File: config.mk
export PLATFORM = sky130hd
export DESIGN_NAME = register_arbiter_flat
export DESIGN_NICKNAME = d
export VERILOG_FILES = /design/src/rtl/register_arbiter_if.sv /design/src/rtl/register_arbiter.sv /design/src/flat_wrapper.sv
export SDC_FILE = /design/constraint.sdc
export NUM_CORES = 1
export LEC_CHECK = 0
export BUFFER_PORTS_ARGS = -buffer_cell sky130_fd_sc_hd__buf_2
export CAP_MARGIN = 20
export CORE_ASPECT_RATIO = 1.1
export CORE_UTILIZATION = 30
export CTS_CLUSTER_SIZE = 8
export DETAILED_ROUTE_END_ITERATION = 6
export PLACE_DENSITY_LB_ADDON = 0.15
export RECOVER_POWER = 50
export SYNTH_ARGS = -nofsm -noshare
export SYNTH_HDL_FRONTEND = slang
export SYNTH_SLANG_ARGS = --single-unit
File: constraint.sdc
create_clock -name clk -period 2.2 [get_ports clk]
set_clock_uncertainty 0.1 [all_clocks]
set_input_delay 0.11 -clock clk [delete_from_list [all_inputs] [get_ports clk]]
set_output_delay 0.11 -clock clk [all_outputs]
set_load 0.01 [all_outputs]
File: src/rtl/register_arbiter_if.sv
`default_nettype none
// ============================================================================
// Module      : register_arbiter_if
// Description : Request/commit bundle shared by the register arbiter and its
//               requesters. Carries the synchronous clear, the per-requester
//               valid/data/ready handshake and the committed-value outputs.
//               master : requester side (drives clr, req_valid, req_data)
//               slave  : arbiter side (drives req_ready, data_out, owner_id,
//                        wr_strobe, busy)
// Revision    : 1.0 - initial release
// ============================================================================
interface register_arbiter_if #(
    parameter int DATA_WIDTH = 16,
    parameter int NUM_REQ    = 4
);
    localparam int c_ID_W = (NUM_REQ > 1) ? $clog2(NUM_REQ) : 1;

    logic                            clr;
    logic [NUM_REQ-1:0]              req_valid;
    logic [NUM_REQ*DATA_WIDTH-1:0]   req_data;
    logic [NUM_REQ-1:0]              req_ready;
    logic [DATA_WIDTH-1:0]           data_out;
    logic [c_ID_W-1:0]               owner_id;
    logic                            wr_strobe;
    logic                            busy;

    modport master (
        output clr, req_valid, req_data,
        input  req_ready, data_out, owner_id, wr_strobe, busy
    );

    modport slave (
        input  clr, req_valid, req_data,
        output req_ready, data_out, owner_id, wr_strobe, busy
    );
endinterface
`default_nettype wire

File: src/rtl/register_arbiter.sv
`default_nettype none
// ============================================================================
// Module      : register_arbiter
// Description : Round-robin arbiter in front of a single shared register.
//               One write is granted per cycle in IDLE; after each commit the
//               arbiter can sit in a quiet GAP for MIN_GAP cycles.
//               clk : rising-edge clock
//               rst : asynchronous active-high reset
//               bus : register_arbiter_if slave modport (clear, handshake,
//                     committed value, owner id, commit strobe, busy)
// Revision    : 1.0 - initial release
// ============================================================================
module register_arbiter #(
    parameter int                    DATA_WIDTH  = 16,
    parameter int                    NUM_REQ     = 4,
    parameter int                    MIN_GAP     = 2,
    parameter logic [DATA_WIDTH-1:0] RESET_VALUE = '0
) (
    input  logic              clk,
    input  logic              rst,
    register_arbiter_if.slave bus
);
    localparam int c_ID_W  = (NUM_REQ > 1) ? $clog2(NUM_REQ) : 1;
    localparam int c_CNT_W = (MIN_GAP > 0) ? $clog2(MIN_GAP + 1) : 1;
    localparam logic [c_CNT_W-1:0] c_GAP_LOAD = c_CNT_W'(MIN_GAP);
    localparam logic [c_ID_W-1:0]  c_LAST_ID  = c_ID_W'(NUM_REQ - 1);

    typedef enum logic [0:0] {
        ST_IDLE = 1'b0,
        ST_GAP  = 1'b1
    } state_t;

    state_t                r_state;
    state_t                w_state_nxt;
    logic [c_CNT_W-1:0]    r_cnt;
    logic [c_CNT_W-1:0]    w_cnt_nxt;
    logic [c_ID_W-1:0]     r_ptr;
    logic [DATA_WIDTH-1:0] r_data;
    logic [c_ID_W-1:0]     r_owner;
    logic                  r_strobe;

    logic [DATA_WIDTH-1:0] w_req_word [NUM_REQ];
    logic [c_ID_W-1:0]     w_idx;
    logic [c_ID_W-1:0]     w_win;
    logic                  w_found;
    logic                  w_grant_ok;
    logic                  w_fire;
    logic [NUM_REQ-1:0]    w_ready;

    // Unpack the flat data bus so the winner can be selected by index.
    for (genvar g = 0; g < NUM_REQ; g++) begin : g_unpack
        assign w_req_word[g] = bus.req_data[g*DATA_WIDTH +: DATA_WIDTH];
    end

    // Rotating-priority scan: first valid requester at or above the pointer,
    // wrapping modulo NUM_REQ.
    always_comb begin
        w_found = 1'b0;
        w_win   = '0;
        w_idx   = '0;
        for (int k = 0; k < NUM_REQ; k++) begin
            w_idx = c_ID_W'((int'(r_ptr) + k) % NUM_REQ);
            if (!w_found && bus.req_valid[w_idx]) begin
                w_found = 1'b1;
                w_win   = w_idx;
            end
        end
    end

    // Clear and reset both suppress any grant in the current cycle.
    assign w_grant_ok = !rst && !bus.clr && (r_state == ST_IDLE);
    assign w_fire     = w_grant_ok && w_found;
    assign w_ready    = w_fire ? (NUM_REQ'(1) << w_win) : '0;

    always_comb begin
        w_state_nxt = r_state;
        w_cnt_nxt   = r_cnt;
        if (bus.clr) begin
            w_state_nxt = ST_IDLE;
            w_cnt_nxt   = '0;
        end else begin
            case (r_state)
                ST_IDLE: begin
                    if (w_fire && (MIN_GAP > 0)) begin
                        w_state_nxt = ST_GAP;
                        w_cnt_nxt   = c_GAP_LOAD;
                    end
                end
                ST_GAP: begin
                    // The last gap cycle is the one that sees a count of 1.
                    if (r_cnt <= c_CNT_W'(1)) begin
                        w_state_nxt = ST_IDLE;
                        w_cnt_nxt   = '0;
                    end else begin
                        w_cnt_nxt = r_cnt - c_CNT_W'(1);
                    end
                end
                default: begin
                    w_state_nxt = ST_IDLE;
                    w_cnt_nxt   = '0;
                end
            endcase
        end
    end

    always_ff @(posedge clk or posedge rst) begin
        if (rst) begin
            r_state  <= ST_IDLE;
            r_cnt    <= '0;
            r_ptr    <= '0;
            r_data   <= RESET_VALUE;
            r_owner  <= '0;
            r_strobe <= 1'b0;
        end else begin
            r_state <= w_state_nxt;
            r_cnt   <= w_cnt_nxt;
            if (bus.clr) begin
                // Pointer deliberately kept so fairness survives a clear.
                r_data   <= RESET_VALUE;
                r_owner  <= '0;
                r_strobe <= 1'b0;
            end else if (w_fire) begin
                r_data   <= w_req_word[w_win];
                r_owner  <= w_win;
                r_strobe <= 1'b1;
                r_ptr    <= (w_win == c_LAST_ID) ? '0 : w_win + c_ID_W'(1);
            end else begin
                r_strobe <= 1'b0;
            end
        end
    end

    assign bus.req_ready = w_ready;
    assign bus.data_out  = r_data;
    assign bus.owner_id  = r_owner;
    assign bus.wr_strobe = r_strobe;
    assign bus.busy      = (r_state == ST_GAP);

endmodule
`default_nettype wire

File: src/flat_wrapper.sv
// flat-port wrapper written by rule: the top's interface ports become plain ports
module register_arbiter_flat 
#(
    parameter int                    DATA_WIDTH  = 16,
    parameter int                    NUM_REQ     = 4,
    parameter int                    MIN_GAP     = 2,
    parameter logic [DATA_WIDTH-1:0] RESET_VALUE = '0
)
  (clk, rst, bus_clr, bus_req_valid, bus_req_data, bus_req_ready, bus_data_out, bus_owner_id, bus_wr_strobe, bus_busy);
  register_arbiter_if #(.DATA_WIDTH(DATA_WIDTH), .NUM_REQ(NUM_REQ)) bus_i ();
  input  logic clk;
  input  logic rst;
  input wire logic [$bits(bus_i.clr)-1:0] bus_clr;
  input wire logic [$bits(bus_i.req_valid)-1:0] bus_req_valid;
  input wire logic [$bits(bus_i.req_data)-1:0] bus_req_data;
  output wire logic [$bits(bus_i.req_ready)-1:0] bus_req_ready;
  output wire logic [$bits(bus_i.data_out)-1:0] bus_data_out;
  output wire logic [$bits(bus_i.owner_id)-1:0] bus_owner_id;
  output wire logic [$bits(bus_i.wr_strobe)-1:0] bus_wr_strobe;
  output wire logic [$bits(bus_i.busy)-1:0] bus_busy;
  assign bus_i.clr = bus_clr;
  assign bus_i.req_valid = bus_req_valid;
  assign bus_i.req_data = bus_req_data;
  assign bus_req_ready = bus_i.req_ready;
  assign bus_data_out = bus_i.data_out;
  assign bus_owner_id = bus_i.owner_id;
  assign bus_wr_strobe = bus_i.wr_strobe;
  assign bus_busy = bus_i.busy;
  register_arbiter #(.DATA_WIDTH(DATA_WIDTH), .NUM_REQ(NUM_REQ), .MIN_GAP(MIN_GAP), .RESET_VALUE(RESET_VALUE)) u_core (.clk(clk), .rst(rst), .bus(bus_i));
endmodule
# Word-level counts from Yosys, hierarchy flattened
# Index checks and enable logic that the tools add are counted.
# totals
ramBits	0
memories	0
regBits	24
latch_bits	0
word_cells	70
mem_bits_ro	0
# op_classes
eq_ne	2
n_div	0
n_mux	34
order_cmp	6
n_reduce_logical	13
mul	0
bitwise	3
shift	1
add_sub_neg	5
# ops
cell	n
$mux 16	4
$bmux 16 s2	1
$mux 2	10
$lt 2x3->1 const B	4
$mux 1	12
$bmux 1 s2	4
$logic_and 1x1->1	6
$logic_not 1->1	5
$add 2x1->2 const B	2
$add 2x2->2 const B	2
$mux 4	1
$pmux 2 s2	1
$shl 1x2->4 const A	1
$ge 3x3->1 const B	1
$ne 3x2->1 const B	1
$not 2->3	1
$eq 2x2->1 const B	1
$le 2x1->1 const B	1
$not 1->1	2
$pmux 1 s2	1
$reduce_and 2->1	1
$reduce_bool 2->1	1
$sub 2x1->2 const B	1

# Depth between registers and ports, before layout
# Gate-level depths: netlist (run 1).
# depth
ltp_word	18
mapped_depth	7
mapped_depth_nobuf	6

# Worst setup path before layout (run 1)
# Ideal clock, no wire load.
# synth_timing
kind	register to register
startpoint	register u_core.r_ptr[1]
endpoint	register u_core.r_ptr[1]
slack_ns	0.261
path_stages_with_launch	7
t_required_ns	1.975
synth_period_minus_slack_ns	1.939
arrival_time_ns	1.714
setup_ns	0.125
path_buffers	1
path_cell_list	dfrtp_1 > mux2i_1 > nor2_2 > nor3_2 > buf_2 > ha_1 > mux2_2
# synth_between
elab_chain_cells	14
word_cells_on_any_way	30
cone_classes	add/sub: 4; eq/ne: 1; mux: 17; reduce/logical: 8
# synth_rtl
item	line	text
start: declaration	register_arbiter.sv:37	logic [c_ID_W-1:0] r_ptr;
start signal: assignment	register_arbiter.sv:126	r_ptr <= (w_win == c_LAST_ID) ? '0 : w_win + c_ID_W'(1);
branches (longest 14 deep; another with $add 2x1->2)	n/a	
# Parallel ways; which one is timed is not known. The select of a mux whose other input is x is not followed.
# A chain may end at the register's enable or synchronous reset.

# Final worst setup path (run 1)
# layout_timing
startpoint	register u_core.r_ptr[1]
endpoint	output bus_req_ready[2]
# layout_between
elab_chain_cells	14
word_cells_on_any_way	28
cone_classes	add/sub: 3; shift: 1; mux: 17; reduce/logical: 7
# layout_rtl
item	line	text
branches (longest 13 deep; another with $add 2x1->2)	n/a	
$mux 4 *	register_arbiter.sv:73	assign w_ready = w_fire ? (NUM_REQ'(1) << w_win) : '0;
end: declaration	flat_wrapper.sv:16	output wire logic [$bits(bus_i.req_ready)-1:0] bus_req_ready;
# Every way passes the cells marked *. The select of a mux whose other input is x is not followed.

==> results of run 1 <==
[cells in the final DEF, fill, tap and decap left out, types with 6 or more instances in the layout]
cell / instances
o21ai_2: 10
a21oi_1: 6
o21ai_0: 7
o211ai_2: 10
buf_4: 7
and4_1: 16
clkbuf_1: 21
dfrtp_1: 23
o211ai_1: 6
nand2_1: 20
buf_2: 74
o31a_1: 16
mux2i_1: 18
[cell usage after synthesis, types with 2 or more instances]
library cell	number
ha_1	4
nor2_1	4
a21oi_1	6
and2_1	4
nand2_1	20
buf_2	4
nor2_2	2
dfrtp_1	24
o21ai_2	10
o211ai_1	6
and4_1	16
clkbuf_1	4
o211ai_2	10
buf_6	3
inv_1	4
o21ai_0	7
mux2i_1	18
buf_4	2
o31a_1	16
[timing repair]
item / 4_1_cts / 5_1_grt
endpoints found under the hold margin: 6 / 0
pin swaps: 1 / 0
setup buffers: 1 / 2
endpoints found under the setup margin: 4 / 4
gates resized for setup: 1 / 2
hold buffers: 1 / 0
[final timing paths]
kind	from	to	slack, ns	depth (start not counted)
worst max-delay path	u_core.r_ptr[1]	bus_req_ready[2]	0.17	7
worst min-delay path	bus_clr	u_core.bus.busy	0.03	2
worst max register to register	u_core.r_ptr[1]	u_core.bus.data_out[15]	0.28	7
worst min register to register	u_core.bus.data_out[1]	u_core.bus.data_out[1]	0.41	2
max in group asynchronous	rst	u_core.r_ptr[1]	0.39	4
min in group asynchronous	rst	u_core.bus.wr_strobe	0.25	3
[registers in the layout (all words and copies together), names as in the netlist]
name and flops:
u_core.bus.wr_strobe 1, u_core.r_cnt 2, u_core.bus.busy 1, u_core.bus.data_out 16, u_core.bus.owner_id 2, u_core.r_ptr 2
[critical path, cell delays in order (launching register included)]
cell,delay (ns)
dfrtp_2,0.43
mux2i_1,0.29
nor2_2,0.09
nor3_4,0.21
inv_1,0.10
ha_1,0.19
and2_1,0.12
buf_2,0.13
[power by group through the flow]
stage / sequential [mW] / clock (mW) / combinational [mW]
CTS: 0.576 / 0.320 / 0.812
detailed placement: 0.584 / 0 / 0.799
finish: 0.578 / 0.307 / 0.803
global placement: 0.582 / 0 / 0.797
global route: 0.591 / 0.341 / 0.895
floorplan: 0.604 / 0 / 0.517
[per-stage QoR]
step,std cells,hold slack (ns),instance area (um^2),setup slack (ns)
2_1_floorplan,182,0.0246,1830,0.261
4_1_cts,352,0.0222,2450,0.0208
5_1_grt,354,0.0211,2440,0.0308
3_3_place_gp,346,-0.0135,2380,0.105
6_report,354,0.0270,2440,0.168
3_5_place_dp,346,-0.0149,2380,0.0681
[per-layer routing]
layer,vias to the layer above,GRT usage (%),wire [um]
li1,888,-,-
met3,6,3.17,328
met1,806,21.7,2280
met5,-,0,0
met2,67,29.1,2530
met4,0,6.47,91
[kinds of logic after synthesis]
family,Yosys count
AO/OA/AOI/OAI,61
adder cells (fa/ha/maj),4
buffers and inverters,18
flip-flops,24
multiplexers,19
AND/OR/NAND/NOR,56
[cell type report]
cell class                 instances  area (um^2)
clock buffer                       4         55.1
fill                             641         3400
inverter                           5         20.0
multi-input combinational        140         1140
sequential                        24          602
tap                               77         96.3
timing repair buffer             104          532
==> metrics.cfg, run 1 <==
[cts]
clock_latency_ns=0.27
ctsRootBufferMaster=clkbuf_8
cts_made_buffers=3
h-tree-depth=1
cts.sink_count=24
cts_tree=done
path_clk_slew_ns=0.09
clock_path_buffers=2

[synthesis]
ys_seq_area_share_pct=32.8
syn_avg_cell_area_um2=10.1
synth_area_leaders=dfrtp_1 33%, mux2i_1 9.8%, and4_1 7.7%, o31a_1 7.7%, o211ai_2 6.8%
synth_edf_count=0
synthArstFlopShare_pct=100
yosysTopAreaCell=dfrtp_1
synth.top_cell.area_share_pct=32.8
yosysWarnings=0
ys_types=37
synthesis.area_um2=1830
yosys.area_share.simple_pct=19.8
synthFlopType=dfrtp_1
synth_compound_area_share_pct=28.5
ys_seq_elements=24
synth_xor_area_share_pct=0
synth_adder_area_share_pct=2.74
syn-num-nets=257
synthMuxAreaShare_pct=10.5
synth_top_family_by_area=compound AO/OA/AOI/OAI gates
syn_inst=182

[worst_hold_path]
min_path_type=input port to flip-flop

[sta]
setup_viol=0
finalCriticalPeriod_ns=2.03
worst_slew_pin_slew_ns=1.11
setup_tns_ns=0
final_max_slew_viol_count=0
final.period_utilization_pct=92.4
rsz0062_at_grt=no
hold_viol=0
slew_headroom_pct=25.9
max_freq_mhz=492

[global_routing]
antenna_found_initial=0
gr-usage-all-layers_pct=17.2
grt_overflow=0
grt_pass1_wl_um=8850
grt_max_degree=20
grt_pass1_vias=1858

[setup_path]
end_kind=output port
crit_path_max_fanout=7
arrival_ns=1.82
worstSetupPathType=flip-flop to output port
crit_required_ns=1.99
cp-start-kind=flip-flop

[cells_and_area]
utilization_pct=41.8
synthToLayoutAreaGrowth_pct=33.5
final_nets=353
diodes=0
drive_gt1_share_pct=43.7

[floorplan]
num_rows=29
die-area_um2=6410
die_h_um=83.9
die_x_um=76.5
start_util_pct=31.3
ios=95
core_area_um2=5840

[place]
gp_congestion=0.825
dp_hpwl_um=3920
numPortBuffers=94

[pwr]
p_clk_share_pct=18.2
p_sw_share_pct=38.1
power_leakage_nw=1.15
comb_power_share_pct=47.6
p_total_mw=1.69
seq_power_share_pct=34.2
ir_worst_vdd_mv=0.259
p_sw_mw=0.643
p_int_mw=1.05
power_density_nw_per_um2=692

[routing]
wirelength_um=5220
ant_nets=0
drt-pass1-iter-count=4
num_vias=1767
wl_per_cell_um=14.7
viasPerCell=4.99
drcViolationCount=0
drt_iter0_markers=74

[status]
status=complete, no violations

[job]
cap_violations=0

No activity file was read; power rests on OpenSTA's default activity.
==> inputs of run 2 (changes only) <==
Settings changed: PLACE_DENSITY set to 0.66, PLACE_DENSITY_LB_ADDON 0.15 to unset.
==> metrics.cfg, run 2 (same netlist as run 1, synthesis figures left out) <==
[sta]
final_max_slew_viol_count=0  ; unchanged
worst_slew_pin_slew_ns=0.742  ; -0.370 ns
hold_viol=0  ; unchanged
setup_viol=0  ; unchanged
max_freq_mhz=475  ; -3.5%
final.period_utilization_pct=95.7  ; +3.3 points
setup_tns_ns=0  ; unchanged
rsz0062_at_grt=no
slew_headroom_pct=50.6  ; +25 points
finalCriticalPeriod_ns=2.11  ; +0.0735 ns

[setup_path]
crit_chain=a21oi_1 -> o21a_1 -> o22a_1 -> clkinv_2 -> ha_1 -> and2_1 -> buf_2
crit_slowest_cell=dfrtp_2
rrSetupSlack_ns=0.29  ; about the same
crit_family=compound AO/OA/AOI/OAI gates
cp-start-kind=flip-flop
crit_required_ns=1.99  ; about the same
arrival_ns=1.90  ; +0.08 ns
worstSetupPathType=flip-flop to output port
reg2reg_depth=6  ; -1
end_kind=output port
regToRegStartpoint=u_core.r_ptr[1]
r2r_end=u_core.bus.data_out[14]
critical_path_buf_inv_count=2  ; unchanged
crit_path_max_incr_delay_ns=0.47  ; +0.04 ns
crit_path_max_fanout=7  ; unchanged

[cells_and_area]
drive_gt1_share_pct=42.7  ; -0.98 points
utilization_pct=41.5  ; -0.30 points
diodes=0  ; unchanged
largest_reg_flops=16  ; unchanged
synthToLayoutAreaGrowth_pct=32.6
instances_no_fill=351  ; -0.85%
mostFrequentLayoutCell=buf_2
fillCellCount=621  ; -3.1%
final_cell_mix=73 x buf_2, 23 x dfrtp_1, 22 x clkbuf_1, 20 x nand2_1, 17 x mux2i_1
final_nets=350  ; -0.85%

[routing]
ant_nets=0  ; unchanged
drt-pass1-iter-count=4  ; unchanged
num_vias=1773  ; +0.34%
wirelength_um=5190  ; -0.67%
drt_iter0_markers=166  ; +120%
wl_per_cell_um=14.8  ; +0.18%
drcViolationCount=0  ; unchanged
viasPerCell=5.05  ; +1.2%

[pwr]
p_total_mw=1.75  ; +3.7%
ir_worst_vdd_mv=0.280  ; +8.0%
power_density_nw_per_um2=723  ; +4.5%
power_leakage_nw=1.14  ; -1.4%

[place]
dp_hpwl_um=3960  ; +0.91%
gp_congestion=0.787  ; -4.6%
dp.cells=346  ; unchanged
numPortBuffers=94  ; unchanged

[global_routing]
grt_pass1_wl_um=8680  ; -1.9%
grt_max_degree=18  ; -10%
antenna_found_initial=0  ; unchanged
grt_pass1_vias=1799  ; -3.2%
gr-usage-all-layers_pct=16.9  ; -0.36 points
grt_overflow=0  ; unchanged

[worst_hold_path]
min_path_type=input port to flip-flop
min_to=u_core.bus.owner_id[0]
hp-start=bus_clr
min_path_cells=2  ; unchanged

[cts]
cts_setup_buffers=0  ; -1
h-tree-depth=1  ; unchanged
clock_path_buffers=2  ; unchanged
cts_made_buffers=3  ; unchanged
path_clk_slew_ns=0.10  ; about the same
clock_latency_ns=0.28  ; about the same
ctsRootBufferMaster=clkbuf_8
cts_tree=done
cts.sink_count=24  ; unchanged

[job]
cap_violations=0  ; unchanged

[floorplan]
ios=95  ; unchanged
start_util_pct=31.3  ; unchanged
core_area_um2=5840  ; unchanged
die-area_um2=6410  ; unchanged
die_x_um=76.5  ; unchanged
die_h_um=83.9  ; unchanged
num_rows=29  ; unchanged

[status]
status=complete, no violations

run 2: changes by cell type in the layout (fill, tap and decap cells not counted), sizes merged:
cell	change
bufinv	+1
buf	-4
run 2: final cells by class:
| type | instances | area (um^2) | area share, % |
|---|---|---|---|
| Multi-Input combinational cell | 140 | 1140 | 47.0 |
| Sequential cell | 24 | 602 | 24.8 |
| Timing Repair Buffer | 101 | 495 | 20.4 |
| Tap cell | 77 | 96.3 | 3.97 |
| Clock buffer | 3 | 41.3 | 1.70 |
| Clock inverter | 1 | 30.0 | 1.24 |
| Inverter | 5 | 20.0 | 0.826 |
run 2: stage by stage:
step / setup WS [ns] / hold WS, ns / cell area [um^2]
floorplan: 0.261 / 0.0246 / 1830
global placement: 0.177 / 0.0777 / 2360
detailed placement: 0.132 / 0.102 / 2360
CTS: 0.00381 / 0.0121 / 2450
global route: 0.0103 / 0.0201 / 2420
finish: 0.0942 / 0.00818 / 2420
run 2: power by group:
| group | leakage, nW | switching [mW] | internal [mW] | total [mW] |
|---|---|---|---|---|
| registers | 0.317 | 0.0589 | 0.518 | 0.576 |
| logic | 0.785 | 0.432 | 0.341 | 0.772 |
| clock network | 0.0357 | 0.160 | 0.244 | 0.403 |
| total | 1.14 | 0.650 | 1.10 | 1.75 |
run 2: how the worst max path moves through the flow:
stage                          from                to  slack, ns  depth (start not counted)
floorplan           u_core.r_ptr[1]   u_core.r_ptr[1]       0.26                          6
global placement    u_core.r_ptr[1]   u_core.r_ptr[1]       0.18                          5
detailed placement  u_core.r_ptr[1]   u_core.r_ptr[1]       0.13                          5
CTS                 u_core.r_ptr[1]  bus_req_ready[2]      0.004                          7
global route        u_core.r_ptr[1]  bus_req_ready[2]       0.01                          7
finish              u_core.r_ptr[1]  bus_req_ready[1]       0.09                          7
run 2: what timing repair did:
action,in CTS,in global routing
hold buffers,1,0
pin swaps,0,1
endpoints found under the hold margin,11,0
setup endpoints to repair,4,3
resized for setup,1,2
run 2: worst register-to-register path, stage by stage, from the launching register on:
cell and delay (ns):
dfrtp_2 0.47, a21oi_1 0.16, o21a_1 0.16, o22a_1 0.26
clkinv_2 0.11, nand2_2 0.35, o211ai_1 0.16
run 2: metal layers:
metal	up-vias	track usage [%]	wire (um)	part of all wire, %
met4	0	4.90	49	0.95
met5	-	0	0	0
li1	876	-	-	-
met3	4	2.40	257	5.0
met2	55	27.8	2510	48
met1	838	22.8	2370	46
==> inputs of run 3 (changes only) <==
Settings changed: CORE_UTILIZATION 30 to 45, PLACE_DENSITY 0.66 to 0.89.
==> metrics.cfg, run 3 (same netlist as run 1, synthesis figures left out) <==
[status]
status=complete, no violations

[sta]
setup_viol=0  ; unchanged
final.period_utilization_pct=97.8  ; +2.1 points
worst_slew_pin_slew_ns=0.792  ; +0.0505 ns
max_freq_mhz=465  ; -2.2%
hold-worst-slack_ns=0.0304  ; +0.0222 ns
layout_setup_ws_ns=0.0478  ; -0.0464 ns
slew_headroom_pct=47.2  ; -3.4 points
hold_viol=0  ; unchanged
setup_tns_ns=0  ; unchanged
finalCriticalPeriod_ns=2.15  ; +0.0464 ns
final_max_slew_viol_count=0  ; unchanged
rsz0062_at_grt=yes

[floorplan]
die_x_um=62.8  ; -18%
die-area_um2=4320  ; -33%
core_area_um2=3770  ; -35%
die_h_um=68.9  ; -18%
num_rows=23  ; -21%
start_util_pct=48.5  ; +17 points
ios=95  ; unchanged

[routing]
drcViolationCount=0  ; unchanged
drt_iter0_markers=84  ; -49%
wl_per_cell_um=14.7  ; -0.47%
wirelength_um=4810  ; -7.3%
ant_nets=0  ; unchanged
num_vias=1792  ; +1.1%
viasPerCell=5.48  ; +8.5%
drt-pass1-iter-count=4  ; unchanged

[cells_and_area]
synthToLayoutAreaGrowth_pct=31.1
instances_no_fill=327  ; -6.8%
final_cell_mix=73 x buf_2, 23 x dfrtp_1, 22 x clkbuf_1, 20 x nand2_1, 17 x mux2i_1
largest_reg_flops=16  ; unchanged
mostFrequentLayoutCell=buf_2
seq_area_um2=602  ; unchanged
utilization_pct=63.6  ; +22 points
diodes=0  ; unchanged
final_nets=353  ; +0.86%
fillCellCount=355  ; -43%
multiInputGateArea_um2=1140  ; unchanged
drive_gt1_share_pct=43.3  ; +0.62 points

[pwr]
power_density_nw_per_um2=703  ; -2.8%
ir_worst_vdd_mv=0.274  ; -2.1%
power_leakage_nw=1.15  ; +0.66%

[global_routing]
grt_pass1_vias=1678  ; -6.7%
gr-usage-all-layers_pct=22.6  ; +5.7 points
grt_overflow=0  ; unchanged
grt_max_degree=18  ; unchanged
grt_pass1_wl_um=7560  ; -13%
antenna_found_initial=0  ; unchanged

[cts]
clock_latency_ns=0.26  ; -0.02 ns
cts.sink_count=24  ; unchanged
ctsRootBufferMaster=clkbuf_8
path_clk_slew_ns=0.09  ; about the same
clock_path_buffers=2  ; unchanged
cts_tree=done
cts_made_buffers=3  ; unchanged
h-tree-depth=1  ; unchanged

[setup_path]
arrival_ns=1.94  ; +0.04 ns
cp-start-kind=flip-flop
end_kind=output port
crit_path_max_fanout=17  ; +10
reg2reg_depth=7  ; +1
crit_required_ns=1.99  ; about the same
worstSetupPathType=flip-flop to output port

[place]
dp.cells=319  ; -7.8%
pre_cts_ws_ns=0.110  ; -0.0217 ns
gp_congestion=0.793  ; +0.75%
dp_hpwl_um=3540  ; -10%
numPortBuffers=94  ; unchanged

[worst_hold_path]
min_path_type=input port to flip-flop
min_path_cells=2  ; unchanged

[job]
cap_violations=0  ; unchanged

==> run 3: metal layers <==
metal / vias up / wire length [um] / track usage [%] / share of wire (%)
li1: 886 / - / - / -
met1: 837 / 2120 / 26.9 / 44
met2: 67 / 2350 / 41.3 / 49
met3: 2 / 317 / 4.44 / 6.6
met4: 0 / 23 / 7.27 / 0.48
met5: - / 0 / 0 / 0
==> run 3: worst max-delay path, stage by stage (launching register included) <==
cell,delay (ns)
dfrtp_2,0.46
nand2_1,0.13
nor2_4,0.37
nor3_4,0.11
buf_4,0.16
ha_1,0.19
and2_1,0.13
buf_2,0.13
==> run 3: where the power goes <==
part           switching, mW  internal (mW)
combinational          0.436          0.362
sequential            0.0629          0.518
clock                  0.146          0.160
total                  0.645           1.04
==> run 3: area by class of cell <==
type	count	share of cell area, %
multi-input cells	140	47.5
flip-flops and latches	24	25.1
repair buffers	104	21.6
well taps	50	2.61
clock buffers	4	2.30
inverters	5	0.835
==> run 3: what timing repair did <==
| item | CTS | global route |
|---|---|---|
| setup buffers | 0 | 3 |
| hold buffers | 1 | 0 |
| pin swaps | 0 | 1 |
| setup endpoints to repair | 4 | 2 |
| gates resized for setup | 3 | 0 |
| endpoints found under the hold margin | 11 | 0 |
==> run 3: stage by stage <==
step | instance area [um^2] | power, mW
floorplan | 1830 | 1.12
global placement | 2330 | 1.34
detailed placement | 2330 | 1.36
CTS | 2400 | 1.68
global route | 2400 | 1.79
finish | 2400 | 1.68
==> run 3: final timing paths <==
| check | startpoint | to | slack (ns) |
|---|---|---|---|
| hold / removal | bus_clr | u_core.r_cnt[1] | 0.03 |
| setup reg to reg | u_core.r_ptr[1] | u_core.bus.data_out[8] | 0.15 |
| hold reg to reg | u_core.bus.data_out[15] | u_core.bus.data_out[15] | 0.40 |
| max in group asynchronous | rst | u_core.r_ptr[1] | 0.54 |
| min in group asynchronous | rst | u_core.bus.data_out[12] | 0.35 |
| setup / recovery | u_core.r_ptr[1] | bus_req_ready[3] | 0.05 |
